<file path="config.mk">
export PLATFORM = sky130hd
export DESIGN_NAME = div_share_arbiter
export DESIGN_NICKNAME = d
export VERILOG_FILES = /design/src/rtl/div_share_arbiter_pkg.sv /design/src/rtl/div_share_arbiter_rr_arb2.sv /design/src/rtl/div_share_arbiter.sv
export SDC_FILE = /design/constraint.sdc
export NUM_CORES = 1
export LEC_CHECK = 0
export ABC_AREA = 1
export CAP_MARGIN = 20
export CORE_MARGIN = 5
export CORE_UTILIZATION = 35
export DETAILED_ROUTE_END_ITERATION = 16
export DONT_BUFFER_PORTS = 1
export SYNTH_ARGS = -nofsm -noshare
export SYNTH_HDL_FRONTEND = slang
export SYNTH_SLANG_ARGS = --single-unit
</file>
<file path="constraint.sdc">
create_clock -name clk -period 1.6 [get_ports clk]
set_input_delay 0.24 -clock clk [delete_from_list [all_inputs] [get_ports clk]]
set_output_delay 0.24 -clock clk [all_outputs]
set_load 0.1 [all_outputs]
</file>
<file path="src/rtl/div_share_arbiter_pkg.sv">
// Shared constants and FSM encoding for the two-channel divider-sharing arbiter.
package div_share_arbiter_pkg;

   localparam int unsigned FIFO_DEPTH  = 16;
   localparam logic [7:0]  DZ_QUOTIENT = 8'hFF;

   typedef enum logic [2:0] {
      IDLE,
      READ,
      LATCH,
      CALC,
      WAIT_OUT,
      WRITE
   } state_t;

endpackage

</file>
<file path="src/rtl/div_share_arbiter_rr_arb2.sv">
// Two-requester round-robin selector: on a tie the channel not served last wins.
module rr_arb2 (
   input  logic [1:0] elig,
   input  logic       last,
   output logic       gnt,
   output logic       any
);

   always_comb begin
      any = |elig;
      if (&elig) begin
         gnt = ~last;
      end else begin
         gnt = elig[1];
      end
   end

endmodule

</file>
<file path="src/rtl/div_share_arbiter.sv">
// Arbitrates one shared divider between two operand/result FIFO channel pairs.
module div_share_arbiter #(
   parameter int unsigned FIFO_DEPTH = div_share_arbiter_pkg::FIFO_DEPTH
) (
   input  logic        clk,
   input  logic        rst_n,
   input  logic [4:0]  in_left0,
   input  logic [4:0]  in_left1,
   output logic        rd_req0,
   output logic        rd_req1,
   input  logic [15:0] rd_data0,
   input  logic [15:0] rd_data1,
   output logic        div_start,
   output logic [7:0]  dividend,
   output logic [7:0]  divisor,
   input  logic        div_done,
   input  logic [7:0]  div_q,
   input  logic [7:0]  div_r,
   input  logic [4:0]  out_left0,
   input  logic [4:0]  out_left1,
   output logic        wr_en0,
   output logic        wr_en1,
   output logic [15:0] wr_data,
   output logic        grant,
   output logic        busy,
   output logic        dz_err
);

   import div_share_arbiter_pkg::*;

   localparam logic [4:0] DEPTH_L = 5'(FIFO_DEPTH);

   state_t      state_q, state_d;
   logic        grant_q, grant_d;
   logic        last_q, last_d;
   logic        busy_q, busy_d;
   logic        rd_req0_q, rd_req0_d;
   logic        rd_req1_q, rd_req1_d;
   logic        wr_en0_q, wr_en0_d;
   logic        wr_en1_q, wr_en1_d;
   logic        div_start_q, div_start_d;
   logic [7:0]  dividend_q, dividend_d;
   logic [7:0]  divisor_q, divisor_d;
   logic [15:0] wr_data_q, wr_data_d;
   logic        dz_err_q, dz_err_d;

   logic [1:0]  elig;
   logic        arb_gnt;
   logic        arb_any;
   logic [15:0] rd_sel;
   logic [4:0]  out_sel;

   assign elig[0] = (in_left0 < DEPTH_L);
   assign elig[1] = (in_left1 < DEPTH_L);

   rr_arb2 u_rr_arb2 (
      .elig (elig),
      .last (last_q),
      .gnt  (arb_gnt),
      .any  (arb_any)
   );

   assign rd_sel  = grant_q ? rd_data1 : rd_data0;
   assign out_sel = grant_q ? out_left1 : out_left0;

   always_comb begin
      state_d     = state_q;
      grant_d     = grant_q;
      last_d      = last_q;
      rd_req0_d   = 1'b0;
      rd_req1_d   = 1'b0;
      wr_en0_d    = 1'b0;
      wr_en1_d    = 1'b0;
      dz_err_d    = 1'b0;
      div_start_d = div_start_q;
      dividend_d  = dividend_q;
      divisor_d   = divisor_q;
      wr_data_d   = wr_data_q;

      // Strobes are set one state early so the registered pulse lands in READ/WRITE.
      unique case (state_q)
         IDLE: begin
            if (arb_any) begin
               state_d   = READ;
               grant_d   = arb_gnt;
               rd_req0_d = ~arb_gnt;
               rd_req1_d = arb_gnt;
            end
         end
         READ: begin
            state_d = LATCH;
         end
         LATCH: begin
            dividend_d = rd_sel[15:8];
            divisor_d  = rd_sel[7:0];
            if (rd_sel[7:0] != '0) begin
               state_d     = CALC;
               div_start_d = 1'b1;
            end else begin
               state_d   = WAIT_OUT;
               wr_data_d = {DZ_QUOTIENT, rd_sel[15:8]};
               dz_err_d  = 1'b1;
            end
         end
         CALC: begin
            if (div_done) begin
               wr_data_d   = {div_q, div_r};
               div_start_d = 1'b0;
               state_d     = WAIT_OUT;
            end
         end
         WAIT_OUT: begin
            if (out_sel != '0) begin
               state_d  = WRITE;
               wr_en0_d = ~grant_q;
               wr_en1_d = grant_q;
            end
         end
         WRITE: begin
            last_d  = grant_q;
            state_d = IDLE;
         end
         default: begin
            state_d = IDLE;
         end
      endcase

      busy_d = (state_d != IDLE);
   end

   always_ff @(posedge clk or negedge rst_n) begin
      if (!rst_n) begin
         state_q     <= IDLE;
         grant_q     <= 1'b0;
         last_q      <= 1'b1;
         busy_q      <= 1'b0;
         rd_req0_q   <= 1'b0;
         rd_req1_q   <= 1'b0;
         wr_en0_q    <= 1'b0;
         wr_en1_q    <= 1'b0;
         div_start_q <= 1'b0;
         dividend_q  <= '0;
         divisor_q   <= '0;
         wr_data_q   <= '0;
         dz_err_q    <= 1'b0;
      end else begin
         state_q     <= state_d;
         grant_q     <= grant_d;
         last_q      <= last_d;
         busy_q      <= busy_d;
         rd_req0_q   <= rd_req0_d;
         rd_req1_q   <= rd_req1_d;
         wr_en0_q    <= wr_en0_d;
         wr_en1_q    <= wr_en1_d;
         div_start_q <= div_start_d;
         dividend_q  <= dividend_d;
         divisor_q   <= divisor_d;
         wr_data_q   <= wr_data_d;
         dz_err_q    <= dz_err_d;
      end
   end

   assign rd_req0   = rd_req0_q;
   assign rd_req1   = rd_req1_q;
   assign wr_en0    = wr_en0_q;
   assign wr_en1    = wr_en1_q;
   assign div_start = div_start_q;
   assign dividend  = dividend_q;
   assign divisor   = divisor_q;
   assign wr_data   = wr_data_q;
   assign grant     = grant_q;
   assign busy      = busy_q;
   assign dz_err    = dz_err_q;

endmodule
</file>
# Word level (Yosys, flattened, before mapping)
# Cells that the tools add are included.
# word_totals
register_bits	44
latch_bits	0
ramBits	0
romBits	0
in_bits	71
output_inout_bits	40
memories	0
# op_classes
n_addsub	0
mul	0
div	0
n_lt_le_gt_ge	2
n_eq_ne	8
shift	0
n_mux	24
bitwise	3
n_reduce_logical	10
# ops
op	n
$mux W16	3
$pmux W16 S2	1
$pmux W3 S5	1
$mux W1	13
$mux W3	4
$lt A5 B5 Y1 const B	2
$reduce_bool A8 Y1	1
$eq A3 B2 Y1 const B	2
$eq A3 B3 Y1 const B	2
$ne A2 B2 Y1 const B	3
$reduce_and A3 Y1	2
$mux W5	1
$reduce_bool A5 Y1	1
$reduce_and A2 Y1	2
$eq A3 B1 Y1 const B	1
$logic_not A3 Y1	1
$not A1 Y1	3
$reduce_bool A3 Y1	1
$pmux W1 S2	1
$reduce_bool A2 Y1	1
$reduce_or A2 Y1	1

# Longest topological paths before layout
# depth
ltp_word	6
ltp_mapped	10

# Cells and area by module
# Synthesis repeated with hierarchy kept, for this count alone.
# unflattened
hier_cells	275
area_unflattened_um2	2155.8
# by_module_without_submodules
module	n_inst	cells_per_inst	area_each_um2
div_share_arbiter	1	272	2140.8
rr_arb2	1	3	15.0

# Least setup slack after synthesis
# No wires, ideal clock.
# synth_timing
path_type	reg-to-reg
startpoint	register grant_q (netlist: grant)
endpoint	register wr_data_q[0] (netlist: wr_data[0])
setup_ps	69
arrival_ps	2147
t_required_ps	1531
path_slack_ps	-616
stages_incl_launch_ff	10
path_buffers	1
path_cell_list	dfrtp_1 clkinv_1 nand2_1 nand2_1 nand2_1 nor2_2 nand3_4 buf_2 nand3_1 nand2_1
# synth_between
elab_chain_len	4
word_cells_on_any_way	6
classes_between	1 x eq/ne; 3 x mux; 2 x reduce/logical
# synth_rtl
item	line_no	source
from (decl)	div_share_arbiter.sv:34	logic grant_q, grant_d;
from (signal assigned)	div_share_arbiter.sv:148	grant_q <= grant_d;
$mux W16 *	div_share_arbiter.sv:63	assign rd_sel = grant_q ? rd_data1 : rd_data0;
$reduce_bool A8 Y1	div_share_arbiter.sv:96	if (rd_sel[7:0] != '0) begin
$ne A2 B2 Y1 (no line)	--	
$reduce_and A3 Y1 (no line)	--	
to (signal assigned)	div_share_arbiter.sv:158	wr_data_q <= wr_data_d;
to (decl)	div_share_arbiter.sv:44	logic [15:0] wr_data_q, wr_data_d;
# Every way passes the cells marked *; elsewhere a longest branch is shown, timed or not. The select of a mux whose other input is x is not followed.
# A chain may end at the register's enable or synchronous reset.

# Worst setup path in the final report
# layout_timing
startpoint	register grant_q (netlist: grant)
endpoint	register wr_data_q[7] (netlist: wr_data[7])
# The elaborated chain is that of the path after synthesis.

==> flow_summary.yaml <==
synth:
  syn_area_sq_um: 2130
  avgSynthCellArea_sq_um: 7.85
  syn_inst: 272
  syn-num-nets: 343
  synthMuxAreaShare_pct: 0
  synth_xor_area_share_pct: 0
  synthTopCellsByArea: "dfrtp_1, nand2_1, nand3_1"
  synthSimpleGateAreaFrac_pct: 33.2
  synth_top_family_by_area: "simple AND/OR/NAND/NOR gates"
  ys_seq_area_share_pct: 51.6
  ys_types: 22
  synth_fa_ha_area_share_pct: 0
  synth-compound-area-share_pct: 7.74
  synth_top_area_share_pct: 50.4
  yosysWarningCount: 0
  yosysTopAreaCell: "dfrtp_1"
  ys_ff_latch: 44
cells_and_area:
  final_net_count: 395
  synthToLayoutAreaGrowth_pct: 33.4
  drive_gt1_share_pct: 30.2
  fin_cells: 400
  fin_util_pct: 48.1
  diodes: 0
  fill_cells: 582
place:
  gp_congestion: 0.754
  port_buffers: 0
  dpl.hpwl_mm: 4.18
  dpl.cell_count: 385
sta:
  finClkSkew_ns: 0.00743
  fin_hold_ws_ns: 0.105
  slew_headroom_pct: 73.0
  min_period_over_period_pct: 98.7
  worstMarginPinSlew_ns: 0.405
  rsz0062_at_grt: "true"
  maxSlewViolCount: 0
  setup_tns_ns: 0
  period_needed_ns: 1.58
  max_freq_mhz: 633
  hold_viol: 0
  setup_viol: 0
flow_run:
  cap_violations: 0
status:
  status: "completed"
route:
  avgViaCountPerCell: 4.78
  wl_per_cell_microns: 14.1
  ant_nets: 0
  drt_iter0_markers: 47
  vias: 1911
  route.detailed.drc: 0
  wirelength_mm: 5.64
  drt_first_pass_iters: 5
setup_path:
  worstSetupPathType: "reg -> reg"
  crit_fanout: 11
  reg2reg_slack_ns: 0.02
  r2r-end: "wr_data[7]"
  rr_worst_depth: 9
  cp-end-kind: "flip-flop"
  reg2reg_from: "grant"
  worstPathArrival_ns: 1.77
  worstPathRequired_ns: 1.79
  worst_setup_path_start_kind: "flip-flop"
global_routing:
  grt_usage_pct: 14.3
  grt_pass1_wl_mm: 8.52
  antenna_found_initial: 0
  grt_start_max_net_pins: 45
  grt-ovfl-total: 0
  grt_pass1_vias: 1852
min_path:
  holdPathStages: 2
  hold_path_end: "rd_req0"
  worstHoldStart: "in_left1[4]"
  holdCritPathClass: "in -> reg"
clocking:
  cts.clk_slew.worst_paths_ns: 0.08
  numCtsBuffers: 5
  cts.sinks: 44
  clockRootBuffer: "clkbuf_8"
  cts_buffer_depth: 2
  clk_latency_ns: 0.29
  cts_tree: "built"
  htree_levels: 2
die:
  coreArea_sq_um: 5920
  die-height_microns: 88.1
  io-pin-count: 111
  fp-row-count: 28
  die_x_microns: 88.1
  die_area_sq_um: 7760
  start_util_pct: 36.1
-- metal layers --
metal	vias to the layer above	global-route usage [%]	share of wire, %
met4	0	4.95	1.3
met2	51	23.9	52
met1	892	17.8	41
met3	5	4.14	5.9
li1	963	-	-
met5	-	0	0
-- worst max path at each step --
stage / startpoint / end / slack [ns]
2_1_floorplan: grant / wr_data[0] / -0.07
3_3_place_gp: grant / wr_data[0] / 0.02
3_5_place_dp: grant / wr_data[12] / 0.008
4_1_cts: grant / wr_data[12] / 0.01
5_1_grt: grant / wr_data[7] / -0.08
6_report: grant / wr_data[7] / 0.02
-- cell type report --
cell class / instances / area [sq um] / share of cell area (%)
Sequential cell: 44 / 1110 / 38.8
Multi-Input combinational cell: 191 / 947 / 33.3
Timing Repair Buffer: 55 / 480 / 16.9
Inverter: 27 / 109 / 3.82
Tap cell: 75 / 93.8 / 3.30
Clock buffer: 5 / 68.8 / 2.42
Clock inverter: 3 / 42.5 / 1.49
-- registers in the layout, indices dropped and copies added (netlist names) --
signal / cells
state_q: 3
rd_req1: 1
wr_en0: 1
divisor: 8
grant: 1
div_start: 1
rd_req0: 1
last_q: 1
dz_err: 1
dividend: 8
wr_data: 16
wr_en1: 1
busy: 1
-- synthesized netlist by cell type, drive strengths merged --
master  instances
nand3b          1
a21oi           1
a31oi           8
clkbuf          5
nand2          97
nand3          35
dfstp           1
buf             5
nor2           22
or2             8
dfrtp          43
clkinv          1
o21ai          10
o21a            8
nor3            1
inv            26
-- through the flow --
stage | area [sq um] | setup slack (ns)
after floorplan | 2150 | -0.0746
after global placement | 2580 | 0.0191
after detailed placement | 2580 | 0.00765
after CTS | 2770 | 0.0112
after global routing | 2850 | -0.0807
final | 2850 | 0.0204
-- cells in the final DEF, fill, tap and decap left out, drive strengths merged --
cell | netlist | routed
bufinv | 0 | 1
buf | 5 | 54
nand3b | 1 | 1
a21oi | 1 | 1
nor2 | 22 | 22
clkinvlp | 0 | 1
nand3 | 35 | 35
nor3 | 1 | 1
clkinv | 1 | 1
dlygate4sd3 | 0 | 1
nand2 | 97 | 97
a31oi | 8 | 8
dfrtp | 43 | 43
or2 | 8 | 8
inv | 26 | 27
o21a | 8 | 8
dfstp | 1 | 1
o21ai | 10 | 10
clkbuf | 5 | 5
-- worst max-delay path: stages, from the launching register on --
cell and delay [ns]:
dfrtp_4 0.56, inv_8 0.12, nand2_2 0.05, nand2_2 0.08, nand2_2 0.07, nor2_4 0.14, nand3_4 0.15, buf_12 0.18
nand3_1 0.07, nand2_1 0.05
-- kinds of logic (layout without fill, tap and decap cells) --
family / count (synthesis) / count (layout)
and+or+nand+nor: 164 / 164
DFF: 44 / 44
buffers and inverters: 37 / 90
AOI/OAI and AO/OA: 27 / 27
-- repair_timing --
item / 4_1_cts / 5_1_grt
endpoints found under the hold margin: 44 / 0
hold buffers: 2 / 0
endpoints found under the setup margin: 15 / 16
buffers inserted: 3 / 2
pin swaps: 1 / 9
resized for setup: 3 / 22
Power is not shown: default switching activity piles up to over one toggle a cycle in this logic, so the estimate is an artifact.
